`config.mk`:
```
export PLATFORM = sky130hd
export DESIGN_NAME = traffic_request_unit
export DESIGN_NICKNAME = d
export VERILOG_FILES = /design/src/rtl/traffic_request_unit.sv
export SDC_FILE = /design/constraint.sdc
export NUM_CORES = 1
export LEC_CHECK = 0
export BUFFER_PORTS_ARGS = -buffer_cell sky130_fd_sc_hd__buf_2
export CAP_MARGIN = 20
export CORE_ASPECT_RATIO = 0.6
export CORE_MARGIN = 2
export CORE_UTILIZATION = 60
export DETAILED_ROUTE_END_ITERATION = 7
export HOLD_SLACK_MARGIN = 0.12
export MAX_ROUTING_LAYER = met4
export PLACE_DENSITY = 0.78
export SYNTH_ARGS = -nofsm -noshare
export SYNTH_HDL_FRONTEND = slang
export SYNTH_SLANG_ARGS = --single-unit
```
`constraint.sdc`:
```
create_clock -name CLK100MHZ -period 2.2 [get_ports CLK100MHZ]
set_input_delay 0.22 -clock CLK100MHZ [delete_from_list [all_inputs] [get_ports CLK100MHZ]]
set_output_delay 0.22 -clock CLK100MHZ [all_outputs]
set_load 0.02 [all_outputs]
```
`src/rtl/traffic_request_unit.sv`:
```
// -----------------------------------------------------------------------------
// traffic_request_unit
//
// Input stage for the traffic light FSM. Each of the five Nexys4DDR push
// buttons is synchronized, debounced and edge-detected. Every qualified press
// is held in a sticky request latch until the FSM acknowledges it.
//
// Optional feature (compile-time macro PRESS_COUNT_EN):
//   defined   -> a saturating CNT_W-bit press counter per lane, cleared by ack,
//                exported on press_count (lane i at [i*CNT_W +: CNT_W]).
//   undefined -> no press_count port and no counters.
//
// Parameters:
//   DB_TICKS  cycles an input must be stable before btn_level follows it (>= 2)
//   CNT_W     width of each press counter (PRESS_COUNT_EN only)
//
// Ports:
//   CLK100MHZ    in   1        system clock
//   CPU_RESETN   in   1        asynchronous active-low reset
//   BTN          in   5        raw buttons [0]=U ped A, [1]=D ped B,
//                              [2]=L car A, [3]=R car B, [4]=C emergency
//   ack          in   5        per-lane clear strobe from the traffic light FSM
//   req          out  5        pending (latched) requests
//   press_pulse  out  5        one-cycle pulse per debounced rising edge
//   btn_level    out  5        debounced button levels
//   press_count  out  5*CNT_W  per-lane press counts (PRESS_COUNT_EN only)
//
// Request handshake: a lane's request is raised by the same clock edge that
// registers its press_pulse and stays high until the FSM samples ack high on
// that lane at a later edge. A press arriving at the same edge as an ack wins,
// so the FSM never loses a request it has not seen yet. ack on an idle lane is
// ignored. All outputs are registered; no input reaches an output
// combinationally.
// -----------------------------------------------------------------------------
module traffic_request_unit #(
  parameter int DB_TICKS = 1_000_000,
  parameter int CNT_W    = 4
) (
  input  logic                 CLK100MHZ,
  input  logic                 CPU_RESETN,
  input  logic [4:0]           BTN,
  input  logic [4:0]           ack,
  output logic [4:0]           req,
  output logic [4:0]           press_pulse,
  output logic [4:0]           btn_level
`ifdef PRESS_COUNT_EN
  ,
  output logic [5*CNT_W-1:0]   press_count
`endif
);

  localparam int              DB_W   = $clog2(DB_TICKS);
  localparam logic [DB_W-1:0] DB_MAX = DB_W'(DB_TICKS - 1);

  logic [4:0]      s1;
  logic [4:0]      s2;
  logic [4:0]      level_d;
  logic [DB_W-1:0] db_cnt [5];
  logic [4:0]      rise;

  // Rising edge of the debounced level; drives both the pulse and the latch
  // so that req and press_pulse appear at the same edge.
  assign rise = btn_level & ~level_d;

  // Two-flop synchronizer, nothing between the stages.
  always_ff @(posedge CLK100MHZ or negedge CPU_RESETN) begin
    if (!CPU_RESETN) begin
      s1 <= '0;
      s2 <= '0;
    end else begin
      s1 <= BTN;
      s2 <= s1;
    end
  end

  // Debouncer: the counter only runs while the synchronized input disagrees
  // with the debounced level, so any glitch shorter than DB_TICKS cycles
  // clears it and restarts qualification.
  always_ff @(posedge CLK100MHZ or negedge CPU_RESETN) begin
    if (!CPU_RESETN) begin
      btn_level <= '0;
      for (int i = 0; i < 5; i++) begin
        db_cnt[i] <= '0;
      end
    end else begin
      for (int i = 0; i < 5; i++) begin
        if (s2[i] == btn_level[i]) begin
          db_cnt[i] <= '0;
        end else if (db_cnt[i] == DB_MAX) begin
          btn_level[i] <= s2[i];
          db_cnt[i]    <= '0;
        end else begin
          db_cnt[i] <= db_cnt[i] + DB_W'(1);
        end
      end
    end
  end

  // Edge detector and sticky request latch (set beats clear).
  always_ff @(posedge CLK100MHZ or negedge CPU_RESETN) begin
    if (!CPU_RESETN) begin
      level_d     <= '0;
      press_pulse <= '0;
      req         <= '0;
    end else begin
      level_d     <= btn_level;
      press_pulse <= rise;
      req         <= rise | (req & ~ack);
    end
  end

`ifdef PRESS_COUNT_EN
  localparam logic [CNT_W-1:0] CNT_MAX = {CNT_W{1'b1}};

  // Saturating per-lane press counter. A press coincident with an ack counts
  // as the first press after the clear.
  always_ff @(posedge CLK100MHZ or negedge CPU_RESETN) begin
    if (!CPU_RESETN) begin
      press_count <= '0;
    end else begin
      for (int i = 0; i < 5; i++) begin
        if (rise[i]) begin
          if (ack[i]) begin
            press_count[i*CNT_W +: CNT_W] <= CNT_W'(1);
          end else if (press_count[i*CNT_W +: CNT_W] != CNT_MAX) begin
            press_count[i*CNT_W +: CNT_W] <= press_count[i*CNT_W +: CNT_W] + CNT_W'(1);
          end
        end else if (ack[i]) begin
          press_count[i*CNT_W +: CNT_W] <= '0;
        end
      end
    end
  end
`else
  // Press counters are not built in this configuration.
`endif

endmodule

```
# Word level (Yosys, flattened, before mapping)
# Index checks and enable logic that the tools add are counted.
[classes]
eq_ne = 10
addsub = 5
n_bitwise = 10
reduce_logical = 5
n_mux = 10
[op_table]
columns = ["cell", "n"]
rows = [
  ["$mux 20", 10],
  ["$add 20x1->20 const B", 5],
  ["$eq 20x20->1 const B", 5],
  ["$and 5x5->5", 2],
  ["$not 5->5", 2],
  ["$reduce_and 2->1", 5],
  ["$eq 1x1->1", 5],
  ["$not 1->1", 5],
  ["$or 5x5->5", 1],
]
[word_totals]
output_inout_bits = 15
regBits = 130

# Depth between registers and ports, before layout
# Gate-level depths: netlist (run 1).
[logic_depth]
depth_word = 3
ltp_mapped = 7
ltp_nobuf = 5

# Worst setup path before layout (run 1)
# Ideal clock, no wire load.
[synth_timing]
path_type = "reg2reg"
start = "register db_cnt[20] (netlist bit)"
end = "register db_cnt[38] (netlist bit)"
period_less_slack_ns = 1.988
path_slack_ns = 0.212
path_buffers = 1
stages_incl_launch_ff = 7
required_ns = 2.126
t_arrival_ns = 1.914
setup_ns = 0.074
path_cell_list = "dfrtp_1 -> ha_1 -> nand2_1 -> or4_1 -> buf_2 -> or4_4 -> a21oi_2"
[synth_via]
elab_chain_len = 3
[synth_lines]
columns = ["element", "line", "text"]
rows = [
  ["start: declaration", "58", "logic [DB_W-1:0] db_cnt [5];"],
  ["start signal: indexed assignment", "93", "db_cnt[i] <= db_cnt[i] + DB_W'(1);"],
  ["$add 20x1->20 / $eq 20x20->1 (equally long branches)", "93, 89", ""],
  ["$mux 20 (*)", "89", "end else if (db_cnt[i] == DB_MAX) begin"],
  ["$mux 20 (*)", "87", "if (s2[i] == btn_level[i]) begin"],
]
# Every way passes the cells marked *; elsewhere a longest branch is shown, timed or not.
# A chain may end at the register's enable or synchronous reset.

# Worst setup path in the final report (run 1)
[layout_timing]
start = "register db_cnt[53] (netlist bit)"
end = "register db_cnt[58] (netlist bit)"
# The elaborated chain is that of the path after synthesis.

==> tab_implementation.tex, run 1 <==
\begin{tabular}{lr}
\hline
Metric & Value \\
\hline
\multicolumn{2}{l}{\textbf{Timing}} \\
Pin slew with the least headroom to its limit & between 0.6 and 0.7 ns \\
Max-slew violation count & 0 \\
Highest Clock Rate & around 470 MHz \\
Clock skew after layout & $\sim$0.0068 ns \\
Relative slew slack & approximately three fifths \\
Final period utilization & 96.8\% \\
Minimum period implied by the final worst setup slack & about 2.1 ns \\
Hold Vio Cnt, Final & 0 \\
RSZ-0062 raised after global routing & no \\
Total negative slack & 0 ns \\
Final Hold Slack & 0.349 ns \\
Count of final setup violators & 0 \\
\multicolumn{2}{l}{\textbf{Yosys}} \\
Combinational family with the most area after synthesis & simple AND/OR/NAND/NOR gates \\
Unique cell type count in the Yosys netlist & 45 \\
Predominant post-synthesis flop cell & sky130\_fd\_sc\_hd\_\_dfrtp\_1 \\
Number of synthesized flops with an enable pin & 0 \\
Xor/xnor cell area share of the yosys netlist & 9.41\% \\
Area fraction in compound gates after synthesis & 7.00\% \\
Share of synthesized area spent on multiplexers & 1.28\% \\
Total standard cell area after synthesis & 5960 µm² \\
Simple-gate area share of the yosys netlist & about a quarter \\
Synth Net Count & a little under 600 \\
Mapped Cells & 580 \\
Fraction of the mapped netlist area in adder cells & 1.05\% \\
Count of warnings emitted by yosys & 0 \\
Share of the yosys chip area belonging to registers & 54.6\% \\
Async S/R FF share, synth & between 90\% and 100\% \\
Average cell area after synthesis & 10.3 µm² \\
Total of flip-flops plus latches after synthesis & 130 \\
\multicolumn{2}{l}{\textbf{Power and ir drop}} \\
Leakage power of the design & 3.00 nW \\
Pwr Density & 752 nW/µm² \\
Cell-internal power & 4.14 mW \\
Clock group share of total power & 50.0\% \\
Switching Power & 1.13 mW \\
Portion of total power attributed to combinational logic & 3.3\% \\
Post-route total power & 5.27 mW \\
Sequential Power Share & 46.7\% \\
Switch share & between 20\% and 30\% \\
Worst IR Drop VDD & 0.651 mV \\
\multicolumn{2}{l}{\textbf{Clock tree}} \\
Num CTS Buffers & 17 \\
Buffer depth of the longest clock path & 2 \\
Post-CTS setup buffer count & 0 \\
Clk sink count & 130 \\
Clock slew seen by the registers of the worst setup and hold paths & 0.06 ns \\
Clock root buffer master & sky130\_fd\_sc\_hd\_\_clkbuf\_16 \\
Number of H-tree branching levels & 4 \\
TritonCTS clock tree & done \\
Worst-skew pair later-pin latency & 0.41 ns \\
\multicolumn{2}{l}{\textbf{Worst hold path}} \\
Path type of the worst min-delay path & reg -> reg \\
Hold Startpoint & s1[4] \\
\multicolumn{2}{l}{\textbf{Global routing}} \\
Vias in the first global route & 4389 \\
First-pass GRT wire length & roughly 20 mm \\
Pin count of the biggest net entering global routing & 47 \\
Antenna violations before repair & 0 \\
Total global routing overflow & 0 \\
Total routing resource utilization after global routing & 24.7\% \\
\multicolumn{2}{l}{\textbf{Placed design}} \\
Routability congestion estimate & roughly 0.84 \\
Buffers on Ports & 26 \\
DP Wirelength & around 8.0 mm \\
\multicolumn{2}{l}{\textbf{Critical path}} \\
Startpoint type of the worst setup path & flop \\
Crit end category & flop \\
Setup Crit Path Kind & reg -> reg \\
R2r startpoint & db\_cnt[53] \\
Data required, critical path & 2.48 ns \\
Crit path DAT & 2.41 ns \\
Critical path fanouts, max & 12 \\
Worst Setup SP & db\_cnt[53] \\
\multicolumn{2}{l}{\textbf{Layout}} \\
Most frequent cells in the layout & sky130\_fd\_sc\_hd\_\_dfrtp\_1, sky130\_fd\_sc\_hd\_\_nor2\_1, sky130\_fd\_sc\_hd\_\_nand3\_1 \\
Fraction of layout cells with a size suffix above 1 & 14.8\% \\
Nets@finish & 652 \\
Total inserted antenna cells & 0 \\
Most common cell after layout, fill and taps aside & sky130\_fd\_sc\_hd\_\_dfrtp\_1 \\
Filler Cells Inserted & roughly 700 \\
Final Util & 72.0\% \\
Area overhead of the layout relative to synthesis & 17.7\% \\
\multicolumn{2}{l}{\textbf{Run}} \\
Max Cap Violations & 0 \\
\multicolumn{2}{l}{\textbf{Floorplan}} \\
Boundary Pins & 27 \\
Chip Width & between 100 and 150 µm \\
Starting utilization of the core area & 61.2\% \\
Total core area & 9740 µm² \\
DIE HEIGHT & 81.2 µm \\
Standard-cell row count & 28 \\
Die outline area & between 10000 and 15000 µm² \\
\multicolumn{2}{l}{\textbf{Detailed routing}} \\
Iter 0 DRT Violations & 384 \\
Total via count after detailed routing & approximately 4.5k \\
Final wirelength & between 10 and 15 mm \\
Number of vias per cell after detailed routing & 5.78 \\
Antenna Violating Nets Remaining & 0 \\
Mean routed wirelength per cell & roughly 15 µm \\
Total iterations of the first detailed-routing run & 5 \\
DRC viols & 0 \\
\multicolumn{2}{l}{\textbf{Outcome}} \\
Result of the run & complete, no violations \\
\hline
\end{tabular}
## metal layers
| layer | track usage, % | share of wire, % | vias up | wire length, µm |
|---|---|---|---|---|
| met4 | 9.68 | 1.4 | 0 | 167 |
| met5 | - | 0 | - | 0 |
| met1 | 31.2 | 47 | 2240 | 5550 |
| met2 | 39.3 | 47 | 115 | 5650 |
| met3 | 5.93 | 4.6 | 21 | 552 |
| li1 | - | - | 2153 | - |
## synth_stat cells (5+ instances only)
cell	instances	area (µm²)
sky130_fd_sc_hd__nand3_1	38	190
sky130_fd_sc_hd__nor2_1	74	278
sky130_fd_sc_hd__xor2_1	28	245
sky130_fd_sc_hd__nor4_1	15	93.8
sky130_fd_sc_hd__nor3_1	17	85.1
sky130_fd_sc_hd__a21o_1	6	45.0
sky130_fd_sc_hd__nor2b_1	6	37.5
sky130_fd_sc_hd__nand2_1	26	97.6
sky130_fd_sc_hd__or3_1	13	81.3
sky130_fd_sc_hd__or4_1	20	150
sky130_fd_sc_hd__ha_1	5	62.6
sky130_fd_sc_hd__o31ai_1	13	97.6
sky130_fd_sc_hd__and2_1	5	31.3
sky130_fd_sc_hd__xnor2_1	36	315
sky130_fd_sc_hd__o21ai_0	17	85.1
sky130_fd_sc_hd__inv_1	28	105
sky130_fd_sc_hd__dfrtp_1	130	3250
sky130_fd_sc_hd__a21oi_1	27	135
sky130_fd_sc_hd__mux2_2	5	56.3
sky130_fd_sc_hd__nand4_1	17	106
sky130_fd_sc_hd__buf_2	10	50.1
## stage by stage
stage               instances  worst slack (ns)  cell area [µm²]
finish                    783            0.0714             7010
global route              783            0.0142             7010
CTS                       783            0.0364             6990
detailed placement        740            0.0648             6330
global placement          740             0.151             6330
floorplan                 580             0.212             5960
## worst paths after layout
check	to	slack (ns)	cells after the start
worst max-delay path	db_cnt[58]	0.07	5
worst min-delay path	s2[4]	0.35	0
max in group asynchronous	db_cnt[52]	1.15	3
min in group asynchronous	db_cnt[61]	0.36	2
worst min register to register	s2[4]	0.35	0
worst max register to register	db_cnt[58]	0.07	5
## logic make-up after synthesis
kind of cell             Yosys count
multiplexers                       7
XOR/XNOR                          64
AND/OR/NAND/NOR                  261
buffers and inverters             43
adder cells (fa/ha/maj)            5
flip-flops                       130
AO/OA/AOI/OAI                     70
## worst max-delay path: stages (launching register included)
cell	delay, ns
sky130_fd_sc_hd__dfrtp_1	0.43
sky130_fd_sc_hd__or4b_1	0.54
sky130_fd_sc_hd__or4_1	0.55
sky130_fd_sc_hd__o21ai_1	0.19
sky130_fd_sc_hd__buf_4	0.22
sky130_fd_sc_hd__a21oi_1	0.06
## area by class of cell
class | instances | area, µm² | area share [%]
Sequential cell | 130 | 3250 | 46.4
Multi-Input combinational cell | 407 | 2560 | 36.5
Clock buffer | 20 | 437 | 6.23
Timing Repair Buffer | 51 | 373 | 5.32
Tap cell | 135 | 169 | 2.41
Clock inverter | 12 | 116 | 1.66
Inverter | 28 | 105 | 1.50
## timing repair
item / in CTS / in global routing
gates resized for setup: 0 / 4
hold buffers: 11 / 0
endpoints found under the setup margin: 0 / 12
endpoints found under the hold margin: 53 / 0
## registers in the layout, indices dropped and copies added (netlist names)
name         cells
db_cnt         100
btn_level        5
level_d          5
press_pulse      5
req              5
s1               5
s2               5
## power by group through the flow
| stage | Clock [mW] | Combinational (mW) | Sequential [mW] |
|---|---|---|---|
| after floorplan | 0 | 0.0707 | 2.49 |
| after CTS | 2.68 | 0.178 | 2.46 |
| after global routing | 2.79 | 0.200 | 2.46 |
| after global placement | 0 | 0.155 | 2.50 |
| final | 2.64 | 0.175 | 2.46 |
| after detailed placement | 0 | 0.161 | 2.50 |
Power figures use the tool's default switching activity.
==> run 2, diff against run 1 <==
--- a/config.mk
+++ b/config.mk
@@ -10,6 +10,7 @@
 export CORE_ASPECT_RATIO = 0.6
 export CORE_MARGIN = 2
 export CORE_UTILIZATION = 60
+export CTS_BUF_LIST = sky130_fd_sc_hd__clkbuf_2 sky130_fd_sc_hd__clkbuf_4 sky130_fd_sc_hd__clkbuf_8
 export DETAILED_ROUTE_END_ITERATION = 7
 export HOLD_SLACK_MARGIN = 0.12
 export MAX_ROUTING_LAYER = met4
==> tab_implementation.tex, run 2 (same netlist as run 1, synthesis figures left out) <==
\begin{tabular}{lr}
\hline
Metric & Value \\
\hline
\multicolumn{2}{l}{\textbf{Outcome}} \\
Result of the run & complete, no violations \\
\multicolumn{2}{l}{\textbf{Floorplan}} \\
Standard-cell row count & 28 (unchanged) \\
DIE HEIGHT & 81.2 µm (unchanged) \\
Starting utilization of the core area & 61.2\% (unchanged) \\
Boundary Pins & 27 (unchanged) \\
Total core area & 9740 µm² (unchanged) \\
Die outline area & 10800 µm² (unchanged) \\
Chip Width & 133 µm (unchanged) \\
\multicolumn{2}{l}{\textbf{Timing}} \\
Final period utilization & 96.3\% (-0.47 points) \\
Clock skew after layout & 0.0109 ns (+0.00407 ns) \\
Minimum period implied by the final worst setup slack & 2.12 ns (-0.0103 ns) \\
Hold Vio Cnt, Final & 0 (unchanged) \\
Max-slew violation count & 0 (unchanged) \\
Relative slew slack & 60.1\% (+0.51 points) \\
Highest Clock Rate & 472 MHz (+0.49\%) \\
Pin slew with the least headroom to its limit & 0.593 ns (-0.0131 ns) \\
RSZ-0062 raised after global routing & no \\
Total negative slack & 0 ns (unchanged) \\
Count of final setup violators & 0 (unchanged) \\
\multicolumn{2}{l}{\textbf{Placed design}} \\
Placed cells & 740 (unchanged) \\
Routability congestion estimate & 0.835 (unchanged) \\
Buffers on Ports & 26 (unchanged) \\
Dpl cell area & 6330 µm² (unchanged) \\
DP Wirelength & 7.96 mm (unchanged) \\
\multicolumn{2}{l}{\textbf{Global routing}} \\
Vias in the first global route & 4255 (-3.1\%) \\
Pin count of the biggest net entering global routing & 47 (unchanged) \\
First-pass GRT wire length & 19.4 mm (-3.8\%) \\
Total routing resource utilization after global routing & 23.8\% (-0.95 points) \\
Antenna violations before repair & 0 (unchanged) \\
Total global routing overflow & 0 (unchanged) \\
\multicolumn{2}{l}{\textbf{Layout}} \\
Final cell area excluding filler cells & 6830 µm² (-2.6\%) \\
Non-Filler Instances & 783 (unchanged) \\
Most common cell after layout, fill and taps aside & sky130\_fd\_sc\_hd\_\_dfrtp\_1 \\
Total inserted antenna cells & 0 (unchanged) \\
Area overhead of the layout relative to synthesis & 14.7\% \\
Most frequent cells in the layout & sky130\_fd\_sc\_hd\_\_dfrtp\_1, sky130\_fd\_sc\_hd\_\_nor2\_1, sky130\_fd\_sc\_hd\_\_nand3\_1 \\
Fraction of layout cells with a size suffix above 1 & 15.3\% (+0.46 points) \\
Largest Register & db\_cnt \\
Max FFs per register & 100 (unchanged) \\
Nets@finish & 652 (unchanged) \\
\multicolumn{2}{l}{\textbf{Clock tree}} \\
Clk sink count & 130 (unchanged) \\
Clock slew seen by the registers of the worst setup and hold paths & 0.07 ns (about the same) \\
TritonCTS clock tree & done \\
Num CTS Buffers & 17 (unchanged) \\
Post-CTS setup buffer count & 0 (unchanged) \\
Number of H-tree branching levels & 4 (unchanged) \\
Buffer depth of the longest clock path & 2 (unchanged) \\
Clock root buffer master & sky130\_fd\_sc\_hd\_\_clkbuf\_8 \\
Worst-skew pair later-pin latency & 0.44 ns (+0.03 ns) \\
\multicolumn{2}{l}{\textbf{Power and ir drop}} \\
Pwr Density & 666 nW/µm² (-11\%) \\
Leakage power of the design & 2.92 nW (-2.6\%) \\
Worst IR Drop VDD & 0.490 mV (-25\%) \\
\multicolumn{2}{l}{\textbf{Critical path}} \\
Startpoint type of the worst setup path & flop \\
Setup Crit Path Kind & reg -> reg \\
Crit end category & flop \\
Critical path fanouts, max & 12 (unchanged) \\
Data required, critical path & 2.52 ns (+0.04 ns) \\
Crit path DAT & 2.44 ns (+0.03 ns) \\
\multicolumn{2}{l}{\textbf{Detailed routing}} \\
Iter 0 DRT Violations & 365 (-4.9\%) \\
Number of vias per cell after detailed routing & 5.67 (-1.9\%) \\
Mean routed wirelength per cell & 14.7 µm (-3.5\%) \\
DRC viols & 0 (unchanged) \\
Total via count after detailed routing & 4441 (-1.9\%) \\
Final wirelength & 11.5 mm (-3.5\%) \\
Antenna Violating Nets Remaining & 0 (unchanged) \\
Total iterations of the first detailed-routing run & 4 (-1) \\
\multicolumn{2}{l}{\textbf{Run}} \\
Max Cap Violations & 0 (unchanged) \\
\multicolumn{2}{l}{\textbf{Worst hold path}} \\
Path type of the worst min-delay path & in -> async \\
\hline
\end{tabular}
## run 2: changes by cell type in the layout (fill, tap and decap cells not counted)
cell / change
sky130_fd_sc_hd__clkbuf_1: -3
sky130_fd_sc_hd__clkbuf_16: -17
sky130_fd_sc_hd__clkbuf_4: +3
sky130_fd_sc_hd__clkbuf_8: +17
## run 2: worst paths after layout
check                                start         end  slack [ns]  cells after the start
worst max-delay path            db_cnt[53]  db_cnt[51]        0.08                      5
worst min-delay path            CPU_RESETN  db_cnt[61]        0.33                      2
worst max register to register  db_cnt[53]  db_cnt[51]        0.08                      5
worst min register to register       s1[4]       s2[4]        0.35                      0
max in group asynchronous       CPU_RESETN  db_cnt[51]        1.19                      3
min in group CLK100MHZ               s1[4]       s2[4]        0.35                      0
## run 2: per-stage QoR
step / hold slack [ns] / power (mW) / setup slack [ns] / utilization [%]
2_1_floorplan: -0.0756 / 2.56 / 0.212 / -
3_3_place_gp: 0.265 / 2.65 / 0.151 / 65.0
3_5_place_dp: 0.264 / 2.66 / 0.0648 / 65.0
4_1_cts: 0.333 / 4.58 / 0.0540 / 69.9
5_1_grt: 0.360 / 4.72 / 0.00324 / 70.1
6_report: 0.326 / 4.55 / 0.0817 / 70.1
## run 2: where the power goes
part	switching, mW	leakage [nW]	total [mW]	internal [mW]
clock	0.894	0.200	1.92	1.03
sequential	0.0338	1.78	2.45	2.42
combinational	0.107	0.940	0.173	0.0655
total	1.04	2.92	4.55	3.51
## run 2: routing by layer
layer  wire length (µm)  global-route usage [%]  up-vias
met5                  0                       -        -
met4                137                    9.14        0
met3                481                    5.87       17
met2               5360                    37.2       71
met1               5520                    30.5     2196
li1                   -                       -     2157
## run 2: final cells by class
class	instances	area (µm²)
multi-input combinational	407	2560
timing repair buffer	51	373
sequential	130	3250
clock inverter	12	116
inverter	28	105
fill	749	2910
clock buffer	20	256
tap	135	169
## run 2: timing repair
action,4_1_cts,5_1_grt
gates resized for setup,0,4
hold buffers,11,0
hold endpoints to repair,53,0
endpoints found under the setup margin,0,18
## run 2: critical path, stage by stage, from the launching register on
cell and delay (ns):
sky130_fd_sc_hd__dfrtp_1 0.43, sky130_fd_sc_hd__or4b_1 0.54, sky130_fd_sc_hd__or4_1 0.55, sky130_fd_sc_hd__o21ai_1 0.18, sky130_fd_sc_hd__buf_4 0.21, sky130_fd_sc_hd__nor2_1 0.07
==> run 3, diff against run 2 <==
--- a/config.mk
+++ b/config.mk
@@ -14,7 +14,7 @@
 export DETAILED_ROUTE_END_ITERATION = 7
 export HOLD_SLACK_MARGIN = 0.12
 export MAX_ROUTING_LAYER = met4
-export PLACE_DENSITY = 0.78
+export PLACE_DENSITY = 0.8
 export SYNTH_ARGS = -nofsm -noshare
 export SYNTH_HDL_FRONTEND = slang
 export SYNTH_SLANG_ARGS = --single-unit
==> tab_implementation.tex, run 3 (same netlist as run 1, synthesis figures left out) <==
\begin{tabular}{lr}
\hline
Metric & Value \\
\hline
\multicolumn{2}{l}{\textbf{Critical path}} \\
Crit path DAT & 2.48 ns (+0.04 ns) \\
Crit end category & flop \\
Setup Crit Path Kind & reg -> reg \\
Data required, critical path & 2.52 ns (about the same) \\
R2r setup slk & 0.04 ns (-0.04 ns) \\
Startpoint type of the worst setup path & flop \\
Critical path fanouts, max & 5 (-7) \\
\multicolumn{2}{l}{\textbf{Layout}} \\
Non-Filler Instances & 790 (+0.89\%) \\
Final Util & 71.6\% (+1.5 points) \\
Max FFs per register & 100 (unchanged) \\
Nets@finish & 659 (+1.1\%) \\
Total inserted antenna cells & 0 (unchanged) \\
Most frequent cells in the layout & sky130\_fd\_sc\_hd\_\_dfrtp\_1, sky130\_fd\_sc\_hd\_\_nor2\_1, sky130\_fd\_sc\_hd\_\_nand3\_1 \\
Area overhead of the layout relative to synthesis & 17.1\% \\
Largest Register & db\_cnt \\
Most common cell after layout, fill and taps aside & sky130\_fd\_sc\_hd\_\_dfrtp\_1 \\
Fraction of layout cells with a size suffix above 1 & 16.6\% (+1.4 points) \\
\multicolumn{2}{l}{\textbf{Timing}} \\
Relative slew slack & 59.8\% (-0.34 points) \\
Highest Clock Rate & 463 MHz (-1.9\%) \\
Final Hold Slack & 0.329 ns (+0.00249 ns) \\
Final period utilization & 98.2\% (+1.9 points) \\
Clock skew after layout & 0.00837 ns (-0.00253 ns) \\
Final Worst Setup Slack & 0.0407 ns (-0.0410 ns) \\
Hold Vio Cnt, Final & 0 (unchanged) \\
Minimum period implied by the final worst setup slack & 2.16 ns (+0.0410 ns) \\
Count of final setup violators & 0 (unchanged) \\
Max-slew violation count & 0 (unchanged) \\
Pin slew with the least headroom to its limit & 0.598 ns (+0.00507 ns) \\
\multicolumn{2}{l}{\textbf{Power and ir drop}} \\
Clock group share of total power & 46.6\% (+4.4 points) \\
Post-route total power & 4.95 mW (+8.8\%) \\
Leakage power of the design & 2.99 nW (+2.3\%) \\
Worst IR Drop VDD & 0.531 mV (+8.4\%) \\
Cell-internal power & 3.89 mW (+11\%) \\
Switching Power & 1.06 mW (+2.6\%) \\
Sequential Power Share & 49.6\% (-4.4 points) \\
Switch share & 21.5\% (-1.3 points) \\
Pwr Density & 710 nW/µm² (+6.6\%) \\
Portion of total power attributed to combinational logic & 3.7\% (about the same) \\
\multicolumn{2}{l}{\textbf{Global routing}} \\
Vias in the first global route & 4535 (+6.6\%) \\
First-pass GRT wire length & 21.4 mm (+11\%) \\
Total global routing overflow & 0 (unchanged) \\
Total routing resource utilization after global routing & 26.1\% (+2.3 points) \\
Pin count of the biggest net entering global routing & 46 (-2.1\%) \\
Antenna violations before repair & 0 (unchanged) \\
\multicolumn{2}{l}{\textbf{Placed design}} \\
Buffers on Ports & 26 (unchanged) \\
DP Wirelength & 8.26 mm (+3.7\%) \\
Routability congestion estimate & 0.879 (+5.3\%) \\
Worst slack after detailed placement & 0.0499 ns (-0.0149 ns) \\
Placed cells & 747 (+0.95\%) \\
\multicolumn{2}{l}{\textbf{Clock tree}} \\
Clock root buffer master & sky130\_fd\_sc\_hd\_\_clkbuf\_8 \\
Post-CTS setup buffer count & 0 (unchanged) \\
Worst-skew pair later-pin latency & 0.44 ns (about the same) \\
Buffer depth of the longest clock path & 2 (unchanged) \\
Clk sink count & 130 (unchanged) \\
Number of H-tree branching levels & 4 (unchanged) \\
Clock slew seen by the registers of the worst setup and hold paths & 0.07 ns (about the same) \\
Num CTS Buffers & 17 (unchanged) \\
TritonCTS clock tree & done \\
\multicolumn{2}{l}{\textbf{Detailed routing}} \\
Final wirelength & 12.1 mm (+4.9\%) \\
Total iterations of the first detailed-routing run & 5 (+1) \\
Antenna Violating Nets Remaining & 0 (unchanged) \\
Total via count after detailed routing & 4568 (+2.9\%) \\
Iter 0 DRT Violations & 389 (+6.6\%) \\
Number of vias per cell after detailed routing & 5.78 (+1.9\%) \\
DRC viols & 0 (unchanged) \\
Mean routed wirelength per cell & 15.3 µm (+4.0\%) \\
\multicolumn{2}{l}{\textbf{Worst hold path}} \\
Path type of the worst min-delay path & in -> async \\
\multicolumn{2}{l}{\textbf{Floorplan}} \\
Die outline area & 10800 µm² (unchanged) \\
Total core area & 9740 µm² (unchanged) \\
DIE HEIGHT & 81.2 µm (unchanged) \\
Boundary Pins & 27 (unchanged) \\
Starting utilization of the core area & 61.2\% (unchanged) \\
Chip Width & 133 µm (unchanged) \\
Standard-cell row count & 28 (unchanged) \\
\multicolumn{2}{l}{\textbf{Run}} \\
Max Cap Violations & 0 (unchanged) \\
\multicolumn{2}{l}{\textbf{Outcome}} \\
Result of the run & complete, no violations \\
\hline
\end{tabular}
-- run 3: cell types whose count changed in the layout (fill, tap and decap cells not counted), moves of 2 or more --
cell,delta
sky130_fd_sc_hd__bufinv_16,+2
sky130_fd_sc_hd__buf_4,+6
sky130_fd_sc_hd__clkbuf_8,+5
sky130_fd_sc_hd__clkinv_2,-5
sky130_fd_sc_hd__clkbuf_4,-2
-- run 3: area by class of cell --
type,count,area (µm²)
sequential,130,3250
fill,685,2770
multi-input combinational,407,2550
timing repair buffer,58,429
clock buffer,23,310
tap,135,169
clock inverter,9,150
inverter,28,105
-- run 3: path summary, 6_finish.rpt --
path | from | end | cells past startpoint
max in group asynchronous | CPU_RESETN | db_cnt[7] | 3
worst max register to register | db_cnt[53] | btn_level[2] | 4
worst min register to register | s1[3] | s2[3] | 0
min in group CLK100MHZ | s1[3] | s2[3] | 0
worst min-delay path | CPU_RESETN | s1[1] | 2
worst max-delay path | db_cnt[53] | btn_level[2] | 4
-- run 3: critical path: stages, from the launching register on --
cell	delay, ns
sky130_fd_sc_hd__dfrtp_1	0.43
sky130_fd_sc_hd__or4b_1	0.56
sky130_fd_sc_hd__or4_4	0.57
sky130_fd_sc_hd__nor2_2	0.13
sky130_fd_sc_hd__mux2_2	0.35
-- run 3: metal layers --
metal	global-route usage (%)	up-vias	part of all wire [%]	wire length, µm
li1	-	2179	-	-
met1	35.9	2224	48	5840
met2	38.0	142	45	5430
met3	5.93	23	5.3	643
met4	10.4	0	1.3	151
met5	-	-	0	0
-- run 3: what timing repair did --
action                                  4_1_cts  5_1_grt
hold buffers                                 11        0
endpoints found under the setup margin        0       20
gates resized for setup                       0        7
hold endpoints to repair                     50        0
-- run 3: through the flow --
step	instance area (µm²)	TNS (ns)
6_report	6970	0
4_1_cts	6950	0
3_5_place_dp	6380	0
5_1_grt	6970	-0.00847
3_3_place_gp	6380	0
2_1_floorplan	5960	0
-- run 3: power groups by stage --
stage / Combinational, mW / Clock (mW) / Sequential [mW]
floorplan: 0.0707 / 0 / 2.49
global placement: 0.164 / 0 / 2.50
detailed placement: 0.172 / 0 / 2.50
CTS: 0.189 / 2.35 / 2.46
global route: 0.211 / 2.45 / 2.46
finish: 0.185 / 2.31 / 2.46
